### config.mk
export PLATFORM = sky130hd
export DESIGN_NAME = instr_rom_arbiter
export DESIGN_NICKNAME = d
export VERILOG_FILES = /design/src/rtl/instr_rom_arb_pkg.sv /design/src/rtl/rom_rsp_skid.sv /design/src/rtl/instr_rom_arbiter.sv
export SDC_FILE = /design/constraint.sdc
export NUM_CORES = 1
export LEC_CHECK = 0
export BUFFER_PORTS_ARGS = -buffer_cell sky130_fd_sc_hd__buf_2
export CAP_MARGIN = 30
export CELL_PAD_IN_SITES_DETAIL_PLACEMENT = 1
export CELL_PAD_IN_SITES_GLOBAL_PLACEMENT = 2
export CORE_UTILIZATION = 29
export CTS_BUF_LIST = sky130_fd_sc_hd__clkbuf_8 sky130_fd_sc_hd__clkbuf_16
export DETAILED_ROUTE_END_ITERATION = 12
export PLACE_DENSITY_LB_ADDON = 0.1
export SYNTH_ARGS = -nofsm -noshare
export SYNTH_HDL_FRONTEND = slang
export SYNTH_SLANG_ARGS = --single-unit
export TNS_END_PERCENT = 100
### constraint.sdc
create_clock -name clk -period 4.3 [get_ports clk]
set_clock_uncertainty 0.2 [all_clocks]
set_input_delay 0.645 -clock clk [delete_from_list [all_inputs] [get_ports clk]]
set_output_delay 0.645 -clock clk [all_outputs]
set_load 0.005 [all_outputs]
### src/rtl/instr_rom_arb_pkg.sv
// Shared types and helpers for the two-port instruction ROM arbiter.
package instr_rom_arb_pkg;

  typedef logic port_id_t;

  localparam port_id_t PORT_CORE = 1'b0;
  localparam port_id_t PORT_DBG  = 1'b1;

  localparam int unsigned RomDataW = 32;

  typedef struct packed {
    logic [RomDataW-1:0] data;
    logic                err;
  } rom_rsp_t;

  function automatic logic [31:0] word_index(input logic [31:0] addr);
    return {2'b00, addr[31:2]};
  endfunction

endpackage

### src/rtl/rom_rsp_skid.sv
// One-deep response hold register with valid/ready and flush; a held word
// takes priority over the live ROM word.
module rom_rsp_skid
  import instr_rom_arb_pkg::*;
(
  input  logic     clk_i,
  input  logic     rst_i,
  input  logic     in_valid_i,
  input  rom_rsp_t in_rsp_i,
  input  logic     out_ready_i,
  input  logic     flush_i,
  output logic     out_valid_o,
  output rom_rsp_t out_rsp_o,
  output logic     hold_v_o
);

  logic     hold_v_q, hold_v_d;
  rom_rsp_t hold_q, hold_d;

  always_comb begin
    hold_v_d = hold_v_q;
    hold_d   = hold_q;
    if (flush_i) begin
      hold_v_d = 1'b0;
    end else if (hold_v_q) begin
      if (out_ready_i) hold_v_d = 1'b0;
    end else if (in_valid_i && !out_ready_i) begin
      hold_v_d = 1'b1;
      hold_d   = in_rsp_i;
    end
  end

  always_ff @(posedge clk_i) begin
    if (rst_i) begin
      hold_v_q <= 1'b0;
      hold_q   <= '0;
    end else begin
      hold_v_q <= hold_v_d;
      hold_q   <= hold_d;
    end
  end

  // Data and error are forced to zero whenever nothing is presented.
  always_comb begin
    out_valid_o = !flush_i && (hold_v_q || in_valid_i);
    out_rsp_o   = '0;
    if (out_valid_o) out_rsp_o = hold_v_q ? hold_q : in_rsp_i;
  end

  assign hold_v_o = hold_v_q;

endmodule

### src/rtl/instr_rom_arbiter.sv
// Arbitrates a single-port, 1-cycle-latency instruction ROM between the core
// fetch unit (priority) and a debug reader with bounded starvation.
module instr_rom_arbiter
  import instr_rom_arb_pkg::*;
#(
  parameter int unsigned ADDR_W    = 14,
  parameter int unsigned DATA_W    = RomDataW,
  parameter int unsigned ROM_WORDS = 4096,
  parameter int unsigned MAX_WAIT  = 4
) (
  input  logic                   clk,
  input  logic                   rst,
  input  logic [1:0]             req_valid,
  output logic [1:0]             req_ready,
  input  logic [1:0][ADDR_W-1:0] req_addr,
  output logic [1:0]             rsp_valid,
  input  logic [1:0]             rsp_ready,
  output logic [1:0][DATA_W-1:0] rsp_data,
  output logic [1:0]             rsp_err,
  input  logic [1:0]             rsp_flush,
  output logic [ADDR_W-1:0]      rom_addr,
  input  logic [DATA_W-1:0]      rom_data
);

  localparam int unsigned WaitW = $clog2(MAX_WAIT + 1);

  logic              inflight_v_q, inflight_v_d;
  port_id_t          inflight_id_q, inflight_id_d;
  logic              inflight_err_q, inflight_err_d;
  logic [WaitW-1:0]  wait_cnt_q, wait_cnt_d;
  logic [ADDR_W-1:0] last_addr_q, last_addr_d;

  logic [1:0]        inflight_p;
  logic [1:0]        hold_v;
  logic [1:0]        elig;
  logic              force1;
  logic              gnt_v;
  port_id_t          gnt_id;
  logic [ADDR_W-1:0] gnt_addr;
  logic              gnt_err;
  rom_rsp_t          live_rsp;
  rom_rsp_t          skid_rsp [2];

  // A port with a response outstanding may only issue if it also drains one.
  always_comb begin
    for (int p = 0; p < 2; p++) begin
      inflight_p[p] = inflight_v_q && (inflight_id_q == port_id_t'(p));
      elig[p]       = req_valid[p] && ((inflight_p[p] || hold_v[p]) ? rsp_ready[p] : 1'b1);
    end
  end

  always_comb begin
    force1 = (wait_cnt_q == WaitW'(MAX_WAIT));
    gnt_v  = 1'b0;
    gnt_id = PORT_CORE;
    if (force1 && elig[PORT_DBG]) begin
      gnt_v  = 1'b1;
      gnt_id = PORT_DBG;
    end else if (elig[PORT_CORE]) begin
      gnt_v  = 1'b1;
      gnt_id = PORT_CORE;
    end else if (elig[PORT_DBG]) begin
      gnt_v  = 1'b1;
      gnt_id = PORT_DBG;
    end
    req_ready         = '0;
    req_ready[gnt_id] = gnt_v;
  end

  always_comb begin
    gnt_addr = req_addr[gnt_id];
    gnt_err  = (gnt_addr[1:0] != 2'b00) || (word_index(32'(gnt_addr)) >= ROM_WORDS);
    rom_addr = gnt_v ? gnt_addr : last_addr_q;
  end

  always_comb begin
    inflight_v_d   = gnt_v;
    inflight_id_d  = gnt_id;
    inflight_err_d = gnt_err;
    last_addr_d    = rom_addr;
    wait_cnt_d     = wait_cnt_q;
    if (!req_valid[PORT_DBG] || (gnt_v && gnt_id == PORT_DBG)) begin
      wait_cnt_d = '0;
    end else if (elig[PORT_DBG] && gnt_v && gnt_id == PORT_CORE && !force1) begin
      wait_cnt_d = wait_cnt_q + 1'b1;
    end
  end

  always_ff @(posedge clk) begin
    if (rst) begin
      inflight_v_q   <= 1'b0;
      inflight_id_q  <= PORT_CORE;
      inflight_err_q <= 1'b0;
      wait_cnt_q     <= '0;
      last_addr_q    <= '0;
    end else begin
      inflight_v_q   <= inflight_v_d;
      inflight_id_q  <= inflight_id_d;
      inflight_err_q <= inflight_err_d;
      wait_cnt_q     <= wait_cnt_d;
      last_addr_q    <= last_addr_d;
    end
  end

  always_comb begin
    live_rsp.data = inflight_err_q ? '0 : rom_data;
    live_rsp.err  = inflight_err_q;
  end

  for (genvar p = 0; p < 2; p++) begin : g_skid
    rom_rsp_skid u_skid (
      .clk_i       (clk),
      .rst_i       (rst),
      .in_valid_i  (inflight_p[p]),
      .in_rsp_i    (live_rsp),
      .out_ready_i (rsp_ready[p]),
      .flush_i     (rsp_flush[p]),
      .out_valid_o (rsp_valid[p]),
      .out_rsp_o   (skid_rsp[p]),
      .hold_v_o    (hold_v[p])
    );

    assign rsp_data[p] = skid_rsp[p].data;
    assign rsp_err[p]  = skid_rsp[p].err;
  end

endmodule
==> results of run 1 <==
[path summary, 6_finish.rpt]
path | from | to | slack (ns)
max | wait_cnt_q[0] | rom_addr[1] | 1.18
min | g_skid[1].u_skid.hold_q[26] | g_skid[1].u_skid.hold_q[26] | 0.25
max reg2reg | g_skid[1].u_skid.hold_v_o | g_skid[1].u_skid.hold_q[16] | 1.80
min reg2reg | g_skid[1].u_skid.hold_q[26] | g_skid[1].u_skid.hold_q[26] | 0.25
[routing by layer]
layer | GRT usage [%] | part of all wire (%) | routed length, um
met4 | 7.04 | 1.5 | 256
met3 | 2.88 | 3.5 | 608
met2 | 34.7 | 48 | 8280
met1 | 25.7 | 47 | 8150
met5 | 0 | 0 | 0
[logic make-up after synthesis]
kind of cell               count (synthesis)  synth area share [%]
AOI/OAI and AO/OA                        161                  18.6
adders and majority gates                  2                 0.510
buffers and inverters                     71                  7.29
DFF                                       88                  35.9
muxes                                      2                 0.408
and+or+nand+nor                          401                  37.3
[worst register-to-register path: stages, from the launching register on]
cell and delay, ns:
dfxtp_2 0.35, buf_4 0.61, or4_1 0.60, buf_4 0.40, nand2_1 0.11, a21oi_1 0.15
[state kept, by name, indices dropped and copies added (netlist names)]
signal,cells
wait_cnt_q,3
inflight_v_q,1
inflight_id_q,1
inflight_err_q,1
last_addr_q,14
g_skid.u_skid.hold_v_o,2
g_skid.u_skid.hold_q,66
[area by class of cell]
cell class              instances  area (sq um)
clock buffers                  10           239
clock inverters                 6          22.5
fillers                      2163         10500
inverters                       7          26.3
multi-input cells             566          2790
flip-flops and latches         88          1770
well taps                     220           275
repair buffers                165           885
[layout by cell type (no fill, tap or decap), drive strengths merged, types with 2 or more instances in the layout]
| master | n |
|---|---|
| nor3 | 44 |
| buf | 165 |
| mux2i | 2 |
| clkbuf | 10 |
| nand4 | 2 |
| a21oi | 132 |
| o21ai | 2 |
| o31ai | 2 |
| inv | 13 |
| or4 | 3 |
| nand2b | 34 |
| nor4 | 16 |
| ha | 2 |
| nor2 | 133 |
| dfxtp | 88 |
| nor2b | 33 |
| nand2 | 134 |
| a211oi | 18 |
[report_power, final]
group	internal, mW	total, mW	switching, mW
sequential	0.840	0.860	0.0203
clock	0.395	0.720	0.325
combinational	0.134	0.328	0.194
==> qor.yml, run 1 <==
outcome:
  outcome: "complete, no violations"
logic_synthesis:
  ys_warn_count: 0
  synth_top_area_share_pct: 35.9
  synth_edf_count: 0
  avgSynthCellArea_sq_um: 6.77
  ys_types: 35
  yosys-top-cells-area: "dfxtp_1 36%, a21oi_1 13%, nand2_1 10%, nor2_1 10%, nor3_1 4.5%"
  ys_seq_area_share_pct: 35.9
  syn_nets: 795
  synthArstFlopShare_pct: 0
  post-synth-top-area-cell: "dfxtp_1"
  synth_area_sq_um: 4910
  syn_inst: 725
  synthFlopType: "dfxtp_1"
  ys_ff_latch: 88
  yosys-top-cells-count: "133 x nand2_1, 133 x nor2_1, 131 x a21oi_1"
critical_path:
  crit_buf_inv: 2
  crit_slowest_cell: "o211a_1"
  worstSetupStartpointType: "register"
  critPathCaptureType: "primary output"
  crit_top_cell: "nor3_1"
  crit_chain: "inv_1 -> ha_1 -> and2_1 -> o211a_1 -> nor3_1 -> nor3_1 -> buf_2"
  arrival_ns: 2.27
  worst-r2r-cell-count: 5
  cp_slowest_stage_delay_ns: 0.54
  critPathKind: "reg2out"
  crit_fanout: 15
  cp_data_required_time_ns: 3.45
  cp.depth: 7
  path_delay_family: "simple AND/OR/NAND/NOR gates"
route:
  via_per_inst: 4.95
  drt-initial-drc-count: 170
  drc_errors: 0
  vias: 5262
  wl_per_cell_um: 16.3
  antenna_left: 0
  firstDrtPassIters: 4
  wl_mm: 17.3
place:
  post_dp_cell_area_sq_um: 5740
  routabilityCongestion: 0.739
  hpwl_mm: 11.3
  place_ws_ns: 1.43
  io_buffers: 151
  dp_cells: 1046
clock_network:
  cts_resized: 0
  cts.sinks: 88
  postCtsSetupBuffers: 0
  clk_pin_slew_ns: 0.06
  cts_tree: "done"
  numCtsBuffers: 9
  cts_root_buffer: "clkbuf_16"
  clock_path_buffers: 2
  cts_max_level: 3
  cts_hold_buf: 0
  clk-insertion-delay-late_ns: 0.35
sta:
  worstMarginPinSlew_ns: 0.916
  setup_viol: 0
  relSlewSlack_pct: 39.0
  fin_ws_ns: 1.18
  fin_crit_sh_pct: 72.5
  drv_slew: 0
  setup-tns-final_ns: 0
  fmax_ghz: 0.321
  hold_viol_final: 0
  holdWs_ns: 0.253
  rsz0062_at_grt: "false"
  period_needed_ns: 3.12
die:
  dieWidth_um: 132
  rows: 47
  io_pins: 152
  start_util_pct: 29.7
  die_area_sq_um: 17400
  die-height_um: 132
  core_area_sq_um: 16500
power:
  p_per_area_nw_per_um2: 318
  total_power_mw: 1.91
  peakVddDrop_v: 0.000182
  p_leak_nw: 2.48
hold_path:
  min_path_cells: 2
  min-delay-path-class: "reg2reg"
global_route:
  overflow: 0
  grt_util_all_layers_pct: 20.2
  antenna_found_initial: 0
  grt_pass1_wl_mm: 28.1
  grt_max_degree: 68
  grt_pass1_vias: 5496
cells_and_area:
  final_area_sq_um: 6000
  antenna_cells: 0
  drive_above_1_share_pct: 22.2
  fin_nets: 907
  stdcell_count: 1062
  fin_util_pct: 36.3
  syn_to_final_growth_pct: 22.3
job:
  cap_viol_max_count: 0
No activity file was read; power rests on OpenSTA's default activity.
==> run 2, diff against run 1 <==
CORE_UTILIZATION = 27   (was 29)
clock period = 3.2 ns   (was 4.3 ns; I/O delays follow)
==> run 2 against run 1 <==
Net effect:
- sequential share of layout area decreased by 0.39 points
- die area increased by 7.3%
- global-route usage decreased by 1.4 points
- sequential power increased by 34%
- critical endpoint is now rom_addr[0]
- clock power increased by 51%
==> qor.yml, run 2 (same netlist as run 1, synthesis figures left out) <==
outcome:
  outcome: "complete, no violations"  # unchanged
place:
  routabilityCongestion: 0.777  # was 0.739
  hpwl_mm: 11.4  # was 11.3 mm
  io_buffers: 151  # unchanged
die:
  core_area_sq_um: 17500  # was 16500 sq um
  rows: 48  # was 47
  start_util_pct: 28.0  # was 29.7%
  die-height_um: 137  # was 132 um
  io_pins: 152  # unchanged
  dieWidth_um: 137  # was 132 um
  die_area_sq_um: 18700  # was 17400 sq um
sta:
  hold_viol_final: 0  # unchanged
  fin_crit_sh_pct: 94.1
  setup_viol: 0  # unchanged
  setup-tns-final_ns: 0  # unchanged
  holdWs_ns: 0.189  # was 0.253 ns
  relSlewSlack_pct: 39.8  # was 39.0%
  drv_slew: 0  # unchanged
  period_needed_ns: 3.01
  worstMarginPinSlew_ns: 0.904  # was 0.916 ns
  fmax_ghz: 0.332
  rsz0062_at_grt: "false"  # unchanged
critical_path:
  crit_chain: "inv_1 -> ha_1 -> and2_1 -> o211a_1 -> nor3_1 -> nor3_1 -> buf_2"  # unchanged
  r2r_slack_ns: 1.07  # was 1.80 ns
  crit_slowest_cell: "o211a_1"  # unchanged
  critPathCaptureType: "primary output"  # unchanged
  worst-r2r-cell-count: 6  # was 5
  crit_fanout: 15  # unchanged
  cp_slowest_stage_delay_ns: 0.57  # was 0.54 ns
  worstSetupStartpointType: "register"  # unchanged
  critPathKind: "reg2out"  # unchanged
  cp.depth: 7  # unchanged
  arrival_ns: 2.33  # was 2.27 ns
  path_delay_family: "simple AND/OR/NAND/NOR gates"  # unchanged
  crit_buf_inv: 2  # unchanged
  r2r-start: "wait_cnt_q[0]"  # was g_skid[1].u_skid.hold_v_o
  crit_top_cell: "nor3_1"  # unchanged
  timing.rr.end: "last_addr_q[2]"  # was g_skid[1].u_skid.hold_q[16]
  cp_data_required_time_ns: 2.52  # was 3.45 ns
route:
  wl_per_cell_um: 16.1  # was 16.3 um
  wl_mm: 17.2  # was 17.3 mm
  drt-initial-drc-count: 191  # was 170
  vias: 5347  # was 5262
  antenna_left: 0  # unchanged
  drc_errors: 0  # unchanged
  firstDrtPassIters: 4  # unchanged
  via_per_inst: 5.00  # was 4.95
cells_and_area:
  fin_nets: 909  # was 907
  drive_above_1_share_pct: 22.9  # was 22.2%
  largest_reg_flops: 66  # unchanged
  reg.largest.list: "g_skid.u_skid.hold_q: 66 flops, last_addr_q: 14 flops, wait_cnt_q: 3 flops"  # unchanged
  final_cell_mix: "151 x buf_2, 133 x nor2_1, 133 x nand2_1"  # unchanged
  syn_to_final_growth_pct: 23.9  # was 22.3%
  regMostFlops: "g_skid.u_skid.hold_q"  # unchanged
  n_fill_cell: 2258  # was 2163
  final_common_cell: "buf_2"  # unchanged
hold_path:
  holdPathEnd: "g_skid[0].u_skid.hold_v_o"  # was g_skid[1].u_skid.hold_q[26]
  min_path_cells: 2  # unchanged
  min-delay-path-class: "in2reg"  # was reg2reg
  min_from: "rsp_ready[0]"  # was g_skid[1].u_skid.hold_q[26]
clock_network:
  cts_root_buffer: "clkbuf_16"  # unchanged
  cts_max_level: 3  # unchanged
  numCtsBuffers: 9  # unchanged
  cts_tree: "done"  # unchanged
  clk-insertion-delay-late_ns: 0.34  # was 0.35 ns
  clock_path_buffers: 2  # unchanged
  postCtsSetupBuffers: 0  # unchanged
  cts_hold_buf: 0  # unchanged
  cts.sinks: 88  # unchanged
  clk_pin_slew_ns: 0.06  # about the same
  cts_resized: 0  # unchanged
power:
  p_per_area_nw_per_um2: 442  # was 318 nW/um^2
  p_leak_nw: 2.51  # was 2.48 nW
  peakVddDrop_v: 0.000226  # was 0.000182 V
  total_power_mw: 2.69  # was 1.91 mW
global_route:
  overflow: 0  # unchanged
  grt_util_all_layers_pct: 18.8  # was 20.2%
  grt_pass1_vias: 5362  # was 5496
  grt_max_degree: 52  # was 68
  grt_pass1_wl_mm: 27.1  # was 28.1 mm
  antenna_found_initial: 1  # was 0
job:
  cap_viol_max_count: 0  # unchanged
==> run 2: changes by cell type in the layout (fill, tap and decap cells not counted), sizes merged <==
cell	previous run	this run
buf	165	167
diode	0	1
inv	13	9
bufinv	0	1
clkinv	0	2
clkbuf	10	11
==> run 2: area by class of cell <==
cell class | count | area (sq um) | share of cell area [%]
clock buffer | 11 | 253 | 4.16
sequential | 88 | 1770 | 29.0
multi-input combinational | 566 | 2790 | 45.8
clock inverter | 5 | 47.5 | 0.782
antenna | 1 | 2.50 | 0.0412
tap | 225 | 282 | 4.63
inverter | 7 | 26.3 | 0.432
timing repair buffer | 167 | 917 | 15.1
==> run 2: layer usage <==
layer / track usage (%) / share of wire (%) / vias to the layer above
met2: 32.3 / 47 / 111
li1: - / - / 2633
met3: 2.63 / 3.6 / 12
met4: 5.74 / 1.4 / 0
met1: 24.2 / 48 / 2591
met5: 0 / 0 / -
==> run 2: report_power, final <==
part	leakage, nW	switching (mW)	total [mW]	internal (mW)
clock	0.158	0.452	1.09	0.640
sequential	0.716	0.0231	1.15	1.13
combinational	1.64	0.264	0.444	0.180
total	2.51	0.740	2.69	1.95
==> run 2: how the worst max path moves through the flow <==
stage                   from           end  slack [ns]
2_1_floorplan  wait_cnt_q[0]  rom_addr[10]        1.10
3_3_place_gp   wait_cnt_q[0]   rom_addr[9]        0.69
3_5_place_dp   wait_cnt_q[0]   rom_addr[0]        0.56
4_1_cts        wait_cnt_q[0]   rom_addr[0]        0.17
5_1_grt        wait_cnt_q[0]   rom_addr[0]       0.002
6_report       wait_cnt_q[0]   rom_addr[0]        0.19
==> run 2: stage by stage <==
step	setup slack [ns]	util, %	cell area, sq um	cells
3_3_place_gp	0.685	32.9	5770	1052
5_1_grt	0.00205	34.7	6080	1070
6_report	0.187	34.7	6080	1070
3_5_place_dp	0.558	32.9	5780	1053
4_1_cts	0.171	34.7	6080	1069
2_1_floorplan	1.10	-	4910	725
==> run 3, diff against run 2 <==
GPL_TIMING_DRIVEN = 0   (was unset)
clock period = 3.35 ns   (was 3.2 ns; I/O delays follow)
==> run 3 against run 2 <==
Net effect:
- sequential power decreased by 5%
- non-clock buffer count grew 48
- register-to-register slack better by 0.25 ns
- flip-flop and latch count did not move
- first-iteration DRC count up 36%
==> qor.yml, run 3 (same netlist as run 1, synthesis figures left out) <==
global_route:
  overflow: 0  # unchanged
  grt_max_degree: 15  # was 52
  grt_pass1_wl_mm: 29.3  # was 27.1 mm
  grt_util_all_layers_pct: 20.5  # was 18.8%
  grt_pass1_vias: 5687  # was 5362
  antenna_found_initial: 1  # unchanged
cells_and_area:
  syn_to_final_growth_pct: 27.8  # was 23.9%
  reg.largest.list: "g_skid.u_skid.hold_q: 66 flops, last_addr_q: 14 flops, wait_cnt_q: 3 flops"  # unchanged
  fin_nets: 957  # was 909
  final_common_cell: "buf_2"  # unchanged
  final_cell_mix: "173 x buf_2, 133 x nor2_1, 133 x nand2_1"  # was 151 x buf_2, 133 x nor2_1, 133 x nand2_1
  n_fill_cell: 2330  # was 2258
  regMostFlops: "g_skid.u_skid.hold_q"  # unchanged
  drive_above_1_share_pct: 23.3  # was 22.9%
  largest_reg_flops: 66  # unchanged
place:
  hpwl_mm: 14.0  # was 11.4 mm
  io_buffers: 151  # unchanged
  routabilityCongestion: 0.791  # was 0.777
sta:
  hold_viol_final: 0  # unchanged
  relSlewSlack_pct: 55.2  # was 39.8%
  rsz0062_at_grt: "false"  # unchanged
  drv_slew: 0  # unchanged
  period_needed_ns: 3.04
  setup_viol: 0  # unchanged
  fin_crit_sh_pct: 90.7
  setup-tns-final_ns: 0  # unchanged
  worstMarginPinSlew_ns: 0.672  # was 0.904 ns
  fmax_ghz: 0.329
  holdWs_ns: 0.221  # was 0.189 ns
clock_network:
  clk_pin_slew_ns: 0.06  # about the same
  postCtsSetupBuffers: 0  # unchanged
  numCtsBuffers: 9  # unchanged
  cts_root_buffer: "clkbuf_16"  # unchanged
  cts_tree: "done"  # unchanged
  cts_hold_buf: 0  # unchanged
  cts_resized: 0  # unchanged
  cts_max_level: 3  # unchanged
  clock_path_buffers: 2  # unchanged
  clk-insertion-delay-late_ns: 0.35  # was 0.34 ns
  cts.sinks: 88  # unchanged
route:
  wl_per_cell_um: 16.7  # was 16.1 um
  firstDrtPassIters: 4  # unchanged
  vias: 5494  # was 5347
  drc_errors: 0  # unchanged
  drt-initial-drc-count: 259  # was 191
  antenna_left: 0  # unchanged
  wl_mm: 18.7  # was 17.2 mm
  via_per_inst: 4.91  # was 5.00
job:
  cap_viol_max_count: 0  # unchanged
critical_path:
  worstSetupStartpointType: "register"  # unchanged
  cp_data_required_time_ns: 2.65  # was 2.52 ns
  arrival_ns: 2.33  # about the same
  cp_slowest_stage_delay_ns: 0.54  # was 0.57 ns
  critPathKind: "reg2out"  # unchanged
  crit_chain: "clkbuf_1 -> buf_1 -> a21oi_1 -> nor2_1 -> buf_2"  # was inv_1 -> ha_1 -> and2_1 -> o211a_1 -> nor3_1 -> nor3_1 -> buf_2
  r2r_slack_ns: 1.32  # was 1.07 ns
  crit_fanout: 10  # was 15
  critPathCaptureType: "primary output"  # unchanged
  crit_slowest_cell: "buf_1"  # was o211a_1
die:
  io_pins: 152  # unchanged
  die-height_um: 137  # unchanged
  die_area_sq_um: 18700  # unchanged
  core_area_sq_um: 17500  # unchanged
  rows: 48  # unchanged
  dieWidth_um: 137  # unchanged
  start_util_pct: 28.0  # unchanged
power:
  p_leak_nw: 2.60  # was 2.51 nW
  total_power_mw: 2.65  # was 2.69 mW
  p_per_area_nw_per_um2: 423  # was 442 nW/um^2
  peakVddDrop_v: 0.000236  # was 0.000226 V
hold_path:
  min-delay-path-class: "in2reg"  # unchanged
outcome:
  outcome: "complete, no violations"  # unchanged
## run 3: cell count changes in the layout (fill, tap and decap cells not counted), moves of 2 or more
| cell | delta |
|---|---|
| clkbuf_1 | +26 |
| buf_2 | +22 |
| buf_4 | -7 |
| buf_1 | +5 |
| buf_6 | +5 |
| buf_12 | -3 |
| dfxtp_1 | +3 |
| dfxtp_2 | -3 |
| clkinvlp_4 | +2 |
## run 3: per-layer routing
layer / vias to the layer above / track usage (%) / wire [um]
li1: 2738 / - / -
met1: 2597 / 26.4 / 8850
met2: 131 / 34.5 / 8700
met3: 28 / 2.89 / 722
met4: 0 / 8.18 / 432
met5: - / 0 / 0
## run 3: path summary, 6_finish.rpt
| check | startpoint | to | cells past startpoint |
|---|---|---|---|
| max | g_skid[0].u_skid.hold_v_o | rsp_data[1] | 5 |
| min | rsp_ready[0] | g_skid[0].u_skid.hold_v_o | 2 |
| max reg2reg | wait_cnt_q[0] | last_addr_q[5] | 7 |
| min reg2reg | g_skid[1].u_skid.hold_q[15] | g_skid[1].u_skid.hold_q[15] | 2 |
## run 3: layout make-up
class	count	area [sq um]	share of cell area [%]
clock inverters	6	83.8	1.34
inverters	7	26.3	0.419
multi-input cells	566	2790	44.5
plain buffers	64	332	5.29
well taps	225	282	4.49
clock buffers	10	239	3.81
flip-flops and latches	88	1760	28.1
diodes	1	2.50	0.0399
repair buffers	151	756	12.1
## run 3: power breakdown
part | leakage, nW | switching, mW | internal [mW]
combinational | 1.73 | 0.275 | 0.178
sequential | 0.715 | 0.0153 | 1.08
clock | 0.156 | 0.438 | 0.670
total | 2.60 | 0.728 | 1.93
## run 3: per-stage QoR
| stage | instances | instance area, sq um | utilization [%] | worst slack [ns] |
|---|---|---|---|---|
| floorplan | 725 | 4910 | - | 1.22 |
| global placement | 1101 | 5940 | 33.9 | 0.765 |
| detailed placement | 1101 | 5940 | 33.9 | 0.687 |
| CTS | 1117 | 6270 | 35.7 | 0.306 |
| global route | 1118 | 6270 | 35.8 | 0.142 |
| finish | 1118 | 6270 | 35.8 | 0.313 |
## run 3: critical path: cells and delay by family (launching register included)
kind	cells	cell delay (ns)
AO/OA/AOI/OAI	1	0.18
flip-flops	1	0.46
buffers and inverters	3	1.16
AND/OR/NAND/NOR	1	0.19
